File: config.mk
export PLATFORM = sky130hd
export DESIGN_NAME = memory_receive
export DESIGN_NICKNAME = d
export VERILOG_FILES = /design/src/rtl/memory_receive.sv
export SDC_FILE = /design/constraint.sdc
export NUM_CORES = 1
export LEC_CHECK = 0
export ABC_AREA = 1
export BUFFER_PORTS_ARGS = -buffer_cell sky130_fd_sc_hd__buf_4
export CORE_ASPECT_RATIO = 1.5
export CORE_UTILIZATION = 52
export CTS_CLUSTER_DIAMETER = 200
export CTS_CLUSTER_SIZE = 16
export DETAILED_ROUTE_END_ITERATION = 6
export GPL_TIMING_DRIVEN = 0
export PLACE_DENSITY = 0.91
export SYNTH_ARGS = -nofsm -noshare
export SYNTH_HDL_FRONTEND = slang
export SYNTH_SLANG_ARGS = --single-unit
File: constraint.sdc
create_clock -name clock -period 2.3 [get_ports clock]
set_input_delay 0.23 -clock clock [delete_from_list [all_inputs] [get_ports clock]]
set_output_delay 0.23 -clock clock [all_outputs]
set_load 0.01 [all_outputs]
File: src/rtl/memory_receive.sv
// memory_receive: in-order load-return path. Each accepted load leaves its
// byte offset, size and signedness in a small tracking queue. Each memory
// response pops the head entry and turns the returned word into a
// sign- or zero-extended load result, registered for one cycle.
module memory_receive #(
  parameter int CORE           = 0,
  parameter int DATA_WIDTH     = 32,
  parameter int ADDRESS_BITS   = 20,
  parameter int NUM_BYTES      = DATA_WIDTH / 8,
  parameter int LOG2_NUM_BYTES = $clog2(NUM_BYTES),
  parameter int QUEUE_DEPTH    = 4
) (
  input  logic                      clock,
  input  logic                      reset,
  input  logic                      load,
  input  logic [ADDRESS_BITS-1:0]   address,
  input  logic [LOG2_NUM_BYTES-1:0] log2_bytes,
  input  logic                      unsigned_load,
  input  logic                      memory_valid,
  input  logic [DATA_WIDTH-1:0]     memory_data,
  output logic [DATA_WIDTH-1:0]     load_data,
  output logic                      load_valid,
  output logic                      load_error,
  output logic                      stall,
  output logic                      protocol_error
);

  localparam int PTR_W   = $clog2(QUEUE_DEPTH);
  localparam int CNT_W   = PTR_W + 1;
  localparam int ENTRY_W = 2 * LOG2_NUM_BYTES + 1;
  localparam logic [CNT_W-1:0] FULL_COUNT = CNT_W'(QUEUE_DEPTH);

  // Entry layout: {offset, log2_bytes, unsigned_load}
  logic [ENTRY_W-1:0]        queue_mem [QUEUE_DEPTH];
  logic [PTR_W-1:0]          wr_ptr_q, wr_ptr_d;
  logic [PTR_W-1:0]          rd_ptr_q, rd_ptr_d;
  logic [CNT_W-1:0]          count_q, count_d;
  logic [DATA_WIDTH-1:0]     load_data_q, load_data_d;
  logic                      load_valid_q, load_valid_d;
  logic                      load_error_q, load_error_d;
  logic                      protocol_error_q, protocol_error_d;

  logic                      push, pop, orphan;
  logic [ENTRY_W-1:0]        head;
  logic [LOG2_NUM_BYTES-1:0] head_offset;
  logic [LOG2_NUM_BYTES-1:0] head_size;
  logic                      head_unsigned;
  logic [15:0]               shifted_low;
  logic [DATA_WIDTH-1:0]     extended;
  logic                      misaligned;
  logic                      unused_bits;

  // stall comes only from the registered count, so load/memory_valid never
  // feed back into it combinationally.
  assign stall  = (count_q == FULL_COUNT);
  assign push   = load & ~stall;
  assign pop    = memory_valid & (count_q != '0);
  assign orphan = memory_valid & (count_q == '0);

  assign head          = queue_mem[rd_ptr_q];
  assign head_offset   = head[ENTRY_W-1 -: LOG2_NUM_BYTES];
  assign head_size     = head[LOG2_NUM_BYTES:1];
  assign head_unsigned = head[0];

  // Only the low 16 bits of the shifted word are ever needed (byte or half).
  assign shifted_low = 16'(memory_data >> {head_offset, 3'b000});

  assign unused_bits = ^{address[ADDRESS_BITS-1:LOG2_NUM_BYTES], 32'(CORE)};

  // Queue pointer and occupancy update; pointers wrap naturally.
  always_comb begin
    wr_ptr_d = wr_ptr_q + PTR_W'(push);
    rd_ptr_d = rd_ptr_q + PTR_W'(pop);
    count_d  = count_q;
    if (push && !pop) begin
      count_d = count_q + CNT_W'(1);
    end else if (!push && pop) begin
      count_d = count_q - CNT_W'(1);
    end
  end

  // Size-dependent extraction, extension and alignment check of the head entry.
  always_comb begin
    extended   = '0;
    misaligned = 1'b0;
    case (head_size)
      LOG2_NUM_BYTES'(0): begin
        extended = {{(DATA_WIDTH-8){~head_unsigned & shifted_low[7]}}, shifted_low[7:0]};
      end
      LOG2_NUM_BYTES'(1): begin
        extended   = {{(DATA_WIDTH-16){~head_unsigned & shifted_low[15]}}, shifted_low};
        misaligned = head_offset[0];
      end
      LOG2_NUM_BYTES'(2): begin
        extended   = memory_data;
        misaligned = (head_offset != '0);
      end
      default: begin
        extended   = '0;
        misaligned = 1'b1;
      end
    endcase
  end

  // Next values of the registered result; data is forced to 0 when idle or in error.
  always_comb begin
    load_valid_d     = pop;
    load_error_d     = pop & misaligned;
    load_data_d      = (pop && !misaligned) ? extended : '0;
    protocol_error_d = protocol_error_q | orphan;
  end

  // Tracking storage; entries beyond the count are don't-care, so no reset.
  always_ff @(posedge clock) begin
    if (push) begin
      queue_mem[wr_ptr_q] <= {address[LOG2_NUM_BYTES-1:0], log2_bytes, unsigned_load};
    end
  end

  // Control and output registers, cleared immediately by reset.
  always_ff @(posedge clock or negedge reset) begin
    if (!reset) begin
      wr_ptr_q         <= '0;
      rd_ptr_q         <= '0;
      count_q          <= '0;
      load_data_q      <= '0;
      load_valid_q     <= 1'b0;
      load_error_q     <= 1'b0;
      protocol_error_q <= 1'b0;
    end else begin
      wr_ptr_q         <= wr_ptr_d;
      rd_ptr_q         <= rd_ptr_d;
      count_q          <= count_d;
      load_data_q      <= load_data_d;
      load_valid_q     <= load_valid_d;
      load_error_q     <= load_error_d;
      protocol_error_q <= protocol_error_d;
    end
  end

  assign load_data      = load_data_q;
  assign load_valid     = load_valid_q;
  assign load_error     = load_error_q;
  assign protocol_error = protocol_error_q;

endmodule

Word-level counts from Yosys, hierarchy flattened:

Memories as Yosys holds them, arrays and structs flattened.
Index checks and enable logic that the tools add are counted.

* memories: 1
* register bits: 42
* bits in writable memories: 20
* word-level logic and storage cells: 43
* output and inout bits: 36

* bitwise operators: 9
* add/sub/neg operators: 4
* eq/ne operators: 3
* reductions and logical operators: 11
* multiplexer cells: 7
* shifts and indexed selects: 1

Memories
* queue_mem: depth 4, width 5, rd ports 1, clocked after memory_dff 0, write ports 1, line 34 `logic [ENTRY_W-1:0] queue_mem [QUEUE_DEPTH];`

Operators with widths (number)
* $pmux W32 S3: 1
* $mux W32: 1
* $shr A32 B5 Y16: 1
* $and A1 B1 Y1: 6
* $mux W3: 2
* $add A2 B1 Y2: 2
* $reduce_bool A2 Y1: 2
* $add A3 B1 Y3 const B: 1
* $eq A3 B3 Y1 const B: 1
* $logic_and A1 B1 Y1: 3
* $logic_not A1 Y1: 3
* $logic_not A3 Y1: 1
* $pmux W1 S3: 1
* $reduce_bool A3 Y1: 1
* $sub A3 B1 Y3 const B: 1
* $eq A2 B1 Y1 const B: 1
* $eq A2 B2 Y1 const B: 1
* $logic_not A2 Y1: 1
* $mux W1: 2
* $not A1 Y1: 2
* $or A1 B1 Y1: 1

Longest topological paths before layout:

Gate-level depths: netlist of the first run.

* depth after elaboration: 7
* depth in mapped cells: 12

Least setup slack after synthesis of the first run:

No wires, ideal clock.

* kind: register -> register
* from: reg count_q[0]
* to: reg count_q[1]
* arrival time: 1.777 ns
* setup time: 0.123 ns
* path slack: 0.400 ns
* stages on the path, launching flop included: 10
* required time: 2.177 ns
* buffers on the path: 0
* cells stage by stage: dfrtp_1 > inv_1 > nand2_1 > o21ai_0 > inv_1 > ha_1 > inv_1 > fa_1 > nor2_1 > a21oi_1

* elaborated cells between the ends (all ways): 14
* classes of those cells: 2 x add/sub; 1 x eq/ne; 2 x mux; 3 x bitwise; 6 x reduce/logical

RTL lines
* start, declared: line 37 `logic [CNT_W-1:0] count_q, count_d;`
* start signal, assigned: line 133 `count_q <= count_d;`
* parallel branches: the longest is 4 deep, another holds $sub A3 B1 Y3
* $mux W3 (*): line 75 `if (push && !pop) begin`
* named net count_d[1]: line 37

Mark *: on every way through the listed nets, which the timed path passes. The select of a mux whose other input is x is not followed.
A chain may end at the register's enable or synchronous reset.

Final worst setup path of the first run:

* from: reg count_q[2]
* to: reg count_q[2]

* word-level cells in the longest chain between the ends: 6
* elaborated cells between the ends (all ways): 14
* classes of those cells: 2 x add/sub; 1 x eq/ne; 2 x mux; 3 x bitwise; 6 x reduce/logical

RTL lines
* parallel branches: the longest is 6 deep, another holds $sub A3 B1 Y3

Parallel ways; which one is timed is not known. The select of a mux whose other input is x is not followed.

==> results.sh, run 1 <==
export IMPL_outcome="completed"
export IMPL_pwr_share_clk=0.160
export IMPL_cp_end_kind="flop"
export IMPL_clk_path_buf_depth=2
export IMPL_route_vias_total=2929
export IMPL_min_period_ns=2.02
export IMPL_synthSimpleGateAreaFrac=0.363
export IMPL_root_buffer="clkbuf_8"
export IMPL_dp_cells=534
export IMPL_portBuffers=76
export IMPL_nNetsFinal=535
export IMPL_startpoint_type="flop"
export IMPL_sequentialPowerShare=0.252
export IMPL_critical_path_class="reg2reg"
export IMPL_antennaDiodeCount=0
export IMPL_row_count=35
export IMPL_fin_tns_setup_ns=0
export IMPL_hold_viol_final=0
export IMPL_ys_warn_count=0
export IMPL_wl_um=7880
export IMPL_fmax_mhz=495
export IMPL_clkLatencyLatePin_ns=0.35
export IMPL_final_common_cell="nand2_1"
export IMPL_firstDrtPassIters=7
export IMPL_avgRoutedWirePerCell_um=14.3
export IMPL_synth_area_mux_share=0
export IMPL_die_area_um2=6780
export IMPL_drive_gt1_frac=0.325
export IMPL_netlist_area_leader_share=0.313
export IMPL_synth_distinct_cells=34
export IMPL_worst_pin_slew_ns=0.822
export IMPL_hold_class="in2reg"
export IMPL_coreArea_um2=6170
export IMPL_ys_ff_latch=62
export IMPL_required_ns=2.52
export IMPL_p_int_uw=3520
export IMPL_yosysSeqAreaShare=0.492
export IMPL_fin_cells=551
export IMPL_crit_arrival_ns=2.24
export IMPL_synth_top_family_by_area="simple AND/OR/NAND/NOR gates"
export IMPL_synthAdderAreaFrac=0.0172
export IMPL_synth_area_leaders="dfrtp_1 (31%), edfxtp_1 (18%), nand2_1 (12%), nand3_1 (11%), nor2_2 (3.0%)"
export IMPL_period_share=0.878
export IMPL_avgSynthCellArea_um2=8.74
export IMPL_synth_xor_area_share=0.0104
export IMPL_cts_num_sinks=62
export IMPL_netSwitchingFraction=0.452
export IMPL_relSlewSlack=0.448
export IMPL_cts_buffers=9
export IMPL_maxCapViolations=0
export IMPL_utilization=0.687
export IMPL_io_pins=95
export IMPL_ant_nets=0
export IMPL_syn_area_um2=3350
export IMPL_drt_iter0_drc=226
export IMPL_grt_pass1_wl_um=13000
export IMPL_synth_compound_area_frac=0.0373
export IMPL_area_delta_synth_final_pct=26.4
export IMPL_grt_max_degree=43
export IMPL_yosysTopAreaCell="dfrtp_1"
export IMPL_rsz0062_at_grt="false"
export IMPL_h_tree_depth=3
export IMPL_pwr_share_comb=0.587
export IMPL_power_per_cell_area_nw_per_um2=1520
export IMPL_p_leak_uw=0.00216
export IMPL_die_width_um=67.6
export IMPL_start_util=0.543
export IMPL_drcViolationCount=0
export IMPL_final_cell_mix="nand2_1 (110), buf_4 (79), nand3_1 (74)"
export IMPL_grt_pass1_vias=2860
export IMPL_netlist_instances=384
export IMPL_routabilityCongestion=1.02
export IMPL_maxSlewViolCount=0
export IMPL_dpl_hpwl_um=6070
export IMPL_p_sw_uw=2910
export IMPL_critPathMaxFanout=4
export IMPL_syn_nets=447
export IMPL_gr_usage_all_layers=0.260
export IMPL_finClkSkew_ns=0.00750
export IMPL_setup_violations_final=0
export IMPL_die_y_um=100
export IMPL_cts_tree="yes"
export IMPL_antenna_found_initial=0
export IMPL_grt_overflow=0
export IMPL_clkSlewWorstSetupHoldPaths_ns=0.07
export IMPL_ir_worst_vdd_v=0.00113
export IMPL_viasPerCell=5.32
==> power groups by stage <==
stage               clock network (uW)  logic (uW)  registers [uW]
floorplan                            0        2660            1730
global placement                     0        3590            1630
detailed placement                   0        3730            1650
CTS                               1050        3750            1630
global route                      1090        4190            1660
finish                            1030        3780            1620
==> state kept, by name, indices dropped and copies added (netlist names) <==
| signal | cells |
|---|---|
| load_data | 32 |
| count_q | 3 |
| wr_ptr_q | 2 |
| queue_mem | 20 |
| rd_ptr_q | 2 |
| load_error | 1 |
| protocol_error | 1 |
| load_valid | 1 |
==> final cells by class <==
class / instances / area [um2]
buffer: 20 / 158
clock inverter: 6 / 86.3
fill: 475 / 1930
inverter: 26 / 109
timing repair buffer: 77 / 581
multi-input combinational: 276 / 1440
tap: 74 / 92.6
sequential: 62 / 1650
clock buffer: 10 / 128
==> stage by stage <==
| stage | hold slack, ns | total power, uW | area, um2 | setup slack (ns) |
|---|---|---|---|---|
| floorplan | -0.0656 | 4390 | 3350 | 0.400 |
| global route | 0.0713 | 6940 | 4240 | 0.0674 |
| detailed placement | 0.237 | 5370 | 4020 | 0.128 |
| CTS | 0.0734 | 6430 | 4240 | 0.136 |
| finish | 0.0767 | 6430 | 4240 | 0.280 |
| global placement | 0.228 | 5220 | 4020 | 0.245 |
==> worst paths after layout <==
kind	startpoint	to	slack (ns)	cells past startpoint
setup / recovery	count_q[2]	count_q[2]	0.28	9
hold / removal	address[1]	queue_mem[0][4]	0.08	1
setup reg to reg	count_q[2]	count_q[2]	0.28	9
hold reg to reg	protocol_error	protocol_error	0.49	1
max in group asynchronous	reset	load_data[16]	1.56	2
min in group asynchronous	reset	load_data[6]	0.40	2
==> cell families (layout without fill, tap and decap cells) <==
family	count (synthesis)	count (layout)
xor+xnor	4	4
flops	62	62
compound gates	17	17
simple gates	251	251
fa+ha+maj	4	4
buf+inv	46	139
==> Yosys cell counts, drive strengths merged <==
master / number
clkbuf: 5
o21bai: 1
nand2: 122
dfrtp: 42
nor2: 43
ha: 3
o21ai: 5
xor2: 3
clkinv: 2
edfxtp: 20
a21oi: 11
xnor2: 1
buf: 15
inv: 24
nor3: 4
fa: 1
nand3: 82
==> critical path, stage by stage (launching register included) <==
cell and delay [ns]:
dfrtp_1 0.38, inv_1 0.13, nand3_1 0.11, nand2_1 0.23, ha_1 0.19, inv_1 0.07
fa_1 0.39, a21oi_1 0.15, o21ai_0 0.11, xor2_1 0.16
==> metal layers <==
| layer | vias to the layer above | share of wire | track usage |
|---|---|---|---|
| met5 | - | 0 | 0 |
| met4 | 0 | 0.049 | 0.167 |
| met3 | 38 | 0.061 | 0.0750 |
| met2 | 124 | 0.54 | 0.446 |
| met1 | 1351 | 0.35 | 0.266 |
| li1 | 1416 | - | - |
==> repair_timing <==
item	CTS	global route
setup endpoints to repair	0	2
hold buffers	1	0
gates resized for setup	0	1
hold endpoints to repair	42	0
buffers inserted	0	0
Note: power is estimated with default switching activity, not from simulation.
==> run 2: changes to the inputs <==
--- a/config.mk
+++ b/config.mk
@@ -13,7 +13,7 @@
 export CTS_CLUSTER_SIZE = 16
 export DETAILED_ROUTE_END_ITERATION = 6
 export GPL_TIMING_DRIVEN = 0
-export PLACE_DENSITY = 0.91
+export PLACE_DENSITY = 0.8
 export SYNTH_ARGS = -nofsm -noshare
 export SYNTH_HDL_FRONTEND = slang
 export SYNTH_SLANG_ARGS = --single-unit
==> results.sh, run 2 (synthesis gave the netlist of run 1 again) <==
export IMPL_outcome="completed"
export IMPL_hold_viol_final=0
export IMPL_dp_cells=534
export IMPL_drt_iter0_drc=218
export IMPL_required_ns=2.53
export IMPL_die_area_um2=6780
export IMPL_clkSlewWorstSetupHoldPaths_ns=0.07
export IMPL_path_common_cell="inv_1"
export IMPL_portBuffers=76
export IMPL_pwr_share_comb=0.589
export IMPL_p_int_uw=3520
export IMPL_utilization=0.687
export IMPL_grt_overflow=0
export IMPL_rsz0062_at_grt="false"
export IMPL_clk_path_buf_depth=2
export IMPL_ant_nets=0
export IMPL_wl_um=7690
export IMPL_worst_pin_slew_ns=0.778
export IMPL_grt_pass1_vias=2813
export IMPL_cts_num_sinks=62
export IMPL_min_period_ns=2.03
export IMPL_grt_pass1_wl_um=12700
export IMPL_clkLatencyLatePin_ns=0.34
export IMPL_drive_gt1_frac=0.325
export IMPL_whs_path_depth=1
export IMPL_nNetsFinal=535
export IMPL_avgRoutedWirePerCell_um=13.9
export IMPL_route_vias_total=2920
export IMPL_power_per_cell_area_nw_per_um2=1520
export IMPL_final_cell_mix="nand2_1 (110), buf_4 (79), nand3_1 (74)"
export IMPL_coreArea_um2=6170
export IMPL_rr_worst_depth=9
export IMPL_dpl_worst_slack_ns=0.0995
export IMPL_dpl_hpwl_um=5940
export IMPL_crit_arrival_ns=2.26
export IMPL_critical_path_class="reg2reg"
export IMPL_r2r_slack_ns=0.27
export IMPL_routabilityCongestion=0.898
export IMPL_antenna_found_initial=0
export IMPL_path_buf_inv=3
export IMPL_gr_usage_all_layers=0.255
export IMPL_sequentialPowerShare=0.252
export IMPL_cts_tree="yes"
export IMPL_viasPerCell=5.30
export IMPL_regToRegStartpoint="count_q[1]"
export IMPL_holdCritStartpoint="log2_bytes[1]"
export IMPL_start_util=0.543
export IMPL_crit_chain="inv_1 -> nand2_1 -> o21ai_1 -> inv_1 -> ha_1 -> inv_1 -> fa_1 -> nor2_1 -> a21oi_1"
export IMPL_cp_end_kind="flop"
export IMPL_layout_setup_ws_ns=0.267
export IMPL_path_depth=9
export IMPL_fin_cells=551
export IMPL_crit_family="adder cells"
export IMPL_pwr_share_clk=0.160
export IMPL_netSwitchingFraction=0.452
export IMPL_drcViolationCount=0
export IMPL_maxCapViolations=0
export IMPL_ir_worst_vdd_v=0.000945
export IMPL_die_y_um=100
export IMPL_largest_register_ffs=32
export IMPL_p_total_uw=6430
export IMPL_root_buffer="clkbuf_8"
export IMPL_fin_tns_setup_ns=0
export IMPL_reg2reg_to="count_q[1]"
export IMPL_startpoint_type="flop"
export IMPL_setup_violations_final=0
export IMPL_relSlewSlack=0.477
export IMPL_holdPathEnd="queue_mem[3][2]"
export IMPL_fmax_mhz=492
export IMPL_p_sw_uw=2910
export IMPL_hold_class="in2reg"
export IMPL_period_share=0.884
export IMPL_maxSlewViolCount=0
export IMPL_finClkSkew_ns=0.00946
export IMPL_critPathMaxFanout=5
export IMPL_row_count=35
export IMPL_p_leak_uw=0.00216
export IMPL_antennaDiodeCount=0
export IMPL_h_tree_depth=3
export IMPL_final_common_cell="nand2_1"
export IMPL_cts_buffers=9
export IMPL_io_pins=95
export IMPL_grt_max_degree=43
export IMPL_slowest_delay_ns=0.42
export IMPL_area_delta_synth_final_pct=26.4
export IMPL_firstDrtPassIters=5
export IMPL_cp_slowest_cell="fa_1"
export IMPL_die_width_um=67.6
-- run 2: how the worst max path moves through the flow --
stage          startpoint         end  slack, ns
3_5_place_dp   count_q[1]  count_q[1]        0.1
5_1_grt        count_q[1]  count_q[2]       0.10
6_report       count_q[1]  count_q[1]       0.27
2_1_floorplan  count_q[0]  count_q[1]       0.40
3_3_place_gp   count_q[0]  count_q[1]       0.21
4_1_cts        count_q[0]  count_q[1]       0.09
-- run 2: final cells by class --
type,count,area [um2]
fill,496,1930
sequential,62,1650
multi-input combinational,276,1440
timing repair buffer,77,581
buffer,20,158
clock buffer,10,128
inverter,26,109
tap,74,92.6
clock inverter,6,86.3
-- run 2: stage by stage --
stage / instance area, um2 / hold slack (ns)
final: 4240 / 0.0855
after global routing: 4240 / 0.0760
after CTS: 4240 / 0.0690
after detailed placement: 4020 / 0.247
after global placement: 4020 / 0.238
after floorplan: 3350 / -0.0656
-- run 2: power by group through the flow --
stage,registers (uW),logic [uW],clock network (uW)
6_report,1620,3780,1030
2_1_floorplan,1730,2660,0
4_1_cts,1620,3780,1050
3_3_place_gp,1630,3690,0
3_5_place_dp,1640,3750,0
5_1_grt,1660,4180,1100
-- run 2: what timing repair did --
action	CTS	global route
buffers inserted	0	0
endpoints found under the hold margin	42	0
hold buffers	1	0
resized for setup	0	1
endpoints found under the setup margin	0	2
-- run 2: routing by layer --
layer  wire length (um)  vias to the layer above  global-route usage
met1               2750                     1340               0.276
met3                418                       37              0.0455
met5                  0                        -                   0
met4                454                        0               0.182
li1                   -                     1418                   -
met2               4070                      125               0.433
